## src/rtl/counter_seq.sv

```systemverilog
// counter_seq: command front-end and sequencer for the 16-bit up/down counter.
// Accepts START/STOP/CLEAR over valid/ready, strobes load/clear/count-enable,
// paces counting with a prescaler and stops or reloads at terminal count.
// Optional sticky interrupt: define COUNTER_SEQ_IRQ_EN to enable o_irq.
module counter_seq #(
   parameter int unsigned PRESCALE_W = 8
) (
   input  logic                  i_sysclk,
   input  logic                  i_sysrst_n,
   input  logic                  i_cmd_valid,
   output logic                  o_cmd_ready,
   input  logic [1:0]            i_cmd_op,
   input  logic [15:0]           i_cmd_load,
   input  logic                  i_cmd_dir,
   input  logic                  i_cmd_periodic,
   input  logic [PRESCALE_W-1:0] i_cmd_prescale,
   input  logic [15:0]           i_cnt,
   output logic                  o_ld,
   output logic [15:0]           o_ld_data,
   output logic                  o_clr,
   output logic                  o_cnt_en,
   output logic                  o_dir,
   output logic                  o_busy,
   output logic                  o_done,
   output logic                  o_irq,
   input  logic                  i_irq_ack
);

   localparam int unsigned CNT_W = 16;

   localparam logic [1:0] OP_START = 2'b00;
   localparam logic [1:0] OP_STOP  = 2'b01;
   localparam logic [1:0] OP_CLEAR = 2'b10;
   localparam logic [1:0] OP_RSVD  = 2'b11;

   typedef enum logic [1:0] {
      ST_IDLE = 2'b00,
      ST_LOAD = 2'b01,
      ST_RUN  = 2'b10,
      ST_DONE = 2'b11
   } state_t;

   state_t                state_q;
   state_t                state_d;
   logic [CNT_W-1:0]      load_q;
   logic                  dir_q;
   logic                  periodic_q;
   logic [PRESCALE_W-1:0] presc_q;
   logic [PRESCALE_W-1:0] presc_cnt_q;
   logic                  clr_q;
   logic                  clr_d;
   logic                  start_c;
   logic                  tick_c;
   logic                  ready_c;
   logic                  fire_c;
   logic                  term_c;
   logic [CNT_W-1:0]      term_val_c;

   // Command handshake and terminal-count detect
   assign ready_c    = (state_q == ST_IDLE) || (state_q == ST_RUN);
   assign fire_c     = i_cmd_valid && ready_c;
   assign term_val_c = dir_q ? {CNT_W{1'b1}} : {CNT_W{1'b0}};
   assign term_c     = (i_cnt == term_val_c);

   // State and clear-strobe registers
   always_ff @(posedge i_sysclk or negedge i_sysrst_n) begin
      if (!i_sysrst_n) begin
         state_q <= ST_IDLE;
         clr_q   <= 1'b0;
      end else begin
         state_q <= state_d;
         clr_q   <= clr_d;
      end
   end

   // Next-state, command decode and count pacing
   always_comb begin
      state_d = state_q;
      clr_d   = 1'b0;
      start_c = 1'b0;
      tick_c  = 1'b0;
      case (state_q)
         ST_IDLE: begin
            if (fire_c) begin
               case (i_cmd_op)
                  OP_START: begin
                     start_c = 1'b1;
                     state_d = ST_LOAD;
                  end
                  OP_CLEAR: clr_d = 1'b1;
                  default: ;
               endcase
            end
         end
         ST_LOAD: state_d = ST_RUN;
         ST_RUN: begin
            // Step on the first RUN cycle, then once per (prescale+1) cycles
            tick_c = !term_c && (presc_cnt_q == '0);
            if (fire_c && (i_cmd_op != OP_RSVD)) begin
               case (i_cmd_op)
                  OP_START: begin
                     start_c = 1'b1;
                     state_d = ST_LOAD;
                  end
                  OP_STOP: state_d = ST_IDLE;
                  default: begin
                     clr_d   = 1'b1;
                     state_d = ST_IDLE;
                  end
               endcase
            end else if (term_c) begin
               state_d = ST_DONE;
            end
         end
         ST_DONE: state_d = periodic_q ? ST_LOAD : ST_IDLE;
         default: state_d = ST_IDLE;
      endcase
   end

   // Prescaler: cleared on START and on every load, wraps at the latched value
   always_ff @(posedge i_sysclk or negedge i_sysrst_n) begin
      if (!i_sysrst_n) begin
         presc_cnt_q <= '0;
      end else if (start_c || (state_q == ST_LOAD)) begin
         presc_cnt_q <= '0;
      end else if ((state_q == ST_RUN) && !term_c) begin
         presc_cnt_q <= (presc_cnt_q == presc_q) ? '0 : presc_cnt_q + PRESCALE_W'(1);
      end
   end

   // START parameter latch
   always_ff @(posedge i_sysclk or negedge i_sysrst_n) begin
      if (!i_sysrst_n) begin
         load_q     <= '0;
         dir_q      <= 1'b0;
         periodic_q <= 1'b0;
         presc_q    <= '0;
      end else if (start_c) begin
         load_q     <= i_cmd_load;
         dir_q      <= i_cmd_dir;
         periodic_q <= i_cmd_periodic;
         presc_q    <= i_cmd_prescale;
      end
   end

`ifdef COUNTER_SEQ_IRQ_EN
   logic irq_q;

   // Sticky terminal interrupt; a DONE cycle wins over a same-cycle ack
   always_ff @(posedge i_sysclk or negedge i_sysrst_n) begin
      if (!i_sysrst_n) begin
         irq_q <= 1'b0;
      end else if (state_q == ST_DONE) begin
         irq_q <= 1'b1;
      end else if (i_irq_ack) begin
         irq_q <= 1'b0;
      end
   end

   assign o_irq = irq_q;
`else
   logic unused_irq_ack;

   assign unused_irq_ack = i_irq_ack;
   assign o_irq          = 1'b0;
`endif

   // Strobes decoded from registered state
   assign o_cmd_ready = ready_c;
   assign o_ld        = (state_q == ST_LOAD);
   assign o_done      = (state_q == ST_DONE);
   assign o_busy      = (state_q != ST_IDLE);
   assign o_clr       = clr_q;
   assign o_cnt_en    = tick_c;
   assign o_ld_data   = load_q;
   assign o_dir       = dir_q;

endmodule

```

## config.mk

```make
export PLATFORM = sky130hd
export DESIGN_NAME = counter_seq
export DESIGN_NICKNAME = d
export VERILOG_FILES = /design/src/rtl/counter_seq.sv
export SDC_FILE = /design/constraint.sdc
export NUM_CORES = 1
export LEC_CHECK = 0
export ABC_AREA = 0
export CAP_MARGIN = 30
export CORE_ASPECT_RATIO = 1.2
export CORE_UTILIZATION = 45
export DETAILED_ROUTE_END_ITERATION = 12
export DONT_BUFFER_PORTS = 1
export MAX_ROUTING_LAYER = met4
export PLACE_DENSITY_LB_ADDON = 0.25
export SLEW_MARGIN = 20
export SYNTH_ARGS = -nofsm -noshare
export SYNTH_HDL_FRONTEND = slang
export SYNTH_SLANG_ARGS = --single-unit
```

## constraint.sdc

```tcl
create_clock -name i_sysclk -period 2.79 [get_ports i_sysclk]
set_clock_uncertainty 0.1 [all_clocks]
set_input_delay 0.558 -clock i_sysclk [delete_from_list [all_inputs] [get_ports i_sysclk]]
set_output_delay 0.558 -clock i_sysclk [all_outputs]
set_load 0.03 [all_outputs]
```

==> qor.yml <==
place:
  placed_area_um2: 1850
  routabilityCongestion: 0.840
  port_buffers: 0
  placed_cells: 202
  hpwl_mm: 2.65
  place_ws_ps: 293
setup_path:
  crit_fanout: 6
  crit_path_end_kind: "output pin"
  cp.arrival_ps: 1950
  worstPathCellList: "or3_1, nor4_1, o22a_2, nor2_1, and3_1"
  crit_type: "reg -> out"
  cpPeakStageDelay_ps: 580
  crit_path_top_delay_cell: "dfrtp_1"
  cp.required_ps: 2130
  crit_path_start_kind: "flip-flop"
yosys:
  syn_avg_cell_area_um2: 11.8
  syn_inst: 153
  synth_edf_count: 0
  synth_top_flop_cell: "dfrtp_1"
  ys_ff_latch: 37
  ys_seq_area_share_pct: 51.4
  syn-num-nets: 203
  yosys_warnings: 0
  ys_top_cells_by_area: "dfrtp_1 51%, mux2_2 16%, xor2_1 3.9%, nand2_1 3.3%, o32ai_1 2.9%"
  synth.top_cell.area_share_pct: 51.4
  syn_area_um2: 1800
  synth_top_area_cell: "dfrtp_1"
  yosys.cell_types.count: 33
  async_reset_ff_share_pct: 100
route:
  drt_first_pass_iters: 4
  ant_nets: 0
  vias: 1213
  viasPerCell: 5.78
  drcViolationCount: 0
  wire_per_inst_um: 17.2
  routed_wl_mm: 3.62
  drt_iter0_drc: 22
final_layout:
  drive_gt1_share_pct: 28.5
  utilization_pct: 52.8
  most-common-layout-cells: "37 x dfrtp_1, 26 x mux2_2, 16 x nand2_1"
  syn_to_final_growth_pct: 8.95
  fin_area_um2: 1960
  insertedDiodeCount: 0
  finalNonFillerCells: 210
  multi_input_area_um2: 818
  final.fill_count: 342
  final_nets: 208
  mostFrequentLayoutCell: "dfrtp_1"
  final-seq-area_um2: 926
sta:
  final_max_slew_viol_count: 0
  max_slew_margin_pct: 48.1
  fmax_mhz: 384
  setup_slack_ps: 186
  min_period_ps: 2600
  final.setup.tns_ps: 0
  post-route-period-util_pct: 93.3
  holdWs_ps: 5.68
  setup_viol: 0
  tightest_slew_ps: 775
  hold_viol: 0
  rsz0062_at_grt: "false"
floorplan:
  core_um2: 3720
  row_count: 24
  ios: 72
  dieWidth_um: 59.8
  fp.dieH_um: 71.3
  die_area_um2: 4260
  start_util_pct: 48.4
global_routing:
  overflow: 0
  antenna_found_initial: 0
  grt_max_degree: 38
  grt_pass1_wl_mm: 5.71
  grt_pass1_vias: 1320
  grt.total_usage_pct: 18.6
power:
  pwr_density_cell_nw_per_um2: 995
  leakagePower_nw: 0.793
  ir_drop_v: 0.000613
  power_mw: 1.96
clock_network:
  ctsRootBufferMaster: "clkbuf_8"
  clock-sinks: 37
  clockBufferDepth: 2
  cts_resized: 0
  insertion_delay_ps: 280
  path_clk_slew_ps: 70
  numCtsBuffers: 5
  cts_tree: "built"
  htree_levels: 2
worst_hold_path:
  hold_path_class: "in -> async"
outcome:
  outcome: "complete, no violations"
flow_run:
  drv_cap: 0
-- kinds of logic (layout without fill, tap and decap cells) --
kind of cell | Yosys count | in the layout | share of synthesized area [%]
buf+inv | 11 | 16 | 3.61
mux | 27 | 27 | 16.8
fa+ha+maj | 2 | 2 | 1.39
flops | 37 | 37 | 51.4
simple gates | 50 | 50 | 15.3
xor+xnor | 8 | 8 | 3.89
other cells | 1 | 1 | 0.208
compound gates | 17 | 17 | 7.50
-- where the power goes --
part           switching (mW)  internal (mW)  total (mW)
clock                   0.179          0.195       0.374
sequential              0.368          0.719        1.09
combinational           0.255          0.240       0.495
total                   0.802           1.15        1.96
-- layer usage --
layer | global-route usage, % | vias up | wire length (µm)
li1 | - | 568 | -
met1 | 20.2 | 584 | 1420
met2 | 32.5 | 56 | 1890
met3 | 5.23 | 5 | 274
met4 | 5.17 | 0 | 40
met5 | - | - | 0
-- critical path: cells and delay by family (launching register included) --
| kind | cells | cell delay [ps] |
|---|---|---|
| flops | 1 | 580 |
| simple gates | 4 | 860 |
| compound gates | 1 | 220 |
-- final cells by class --
type                            count  area share (%)
Sequential cell                    37            47.1
Multi-Input combinational cell    105            41.7
Clock inverter                      1           0.382
Tap cell                           52            3.31
Clock buffer                        6            4.20
Inverter                            4           0.764
Timing Repair Buffer                5            2.55
-- state kept, by name, indices dropped and copies added (netlist names) --
signal and count:
o_ld_data 16, presc_cnt_q 8, presc_q 8, state_q 2
o_clr 1, o_dir 1, periodic_q 1
-- worst paths after layout --
kind | from | to | slack, ps | cells past startpoint
min in group i_sysclk | i_cmd_op[0] | o_clr | 230 | 1
worst min register to register | periodic_q | periodic_q | 410 | 1
max in group asynchronous | i_sysrst_n | o_ld_data[12] | 2400 | 1
worst max-delay path | o_dir | o_cnt_en | 190 | 5
worst min-delay path | i_sysrst_n | state_q[0] | 6 | 1
worst max register to register | o_dir | presc_cnt_q[4] | 680 | 6
-- cells in the mapped netlist, drive strengths merged, types with 2 or more instances --
library cell,number
xor2,8
nor4b,2
or3,3
or2,3
nor2,4
nor3,4
inv,4
buf,7
o32ai,6
dfrtp,37
nand4,2
or4,2
a211oi,6
ha,2
nand2,16
mux2,26
nor4,4
nand3,5
-- timing repair --
| item | 4_1_cts | 5_1_grt |
|---|---|---|
| hold buffers | 1 | 0 |
| endpoints found under the setup margin | 0 | 0 |
| buffers inserted | 0 | 0 |
| hold endpoints to repair | 37 | 0 |
Power figures use the tool's default switching activity.
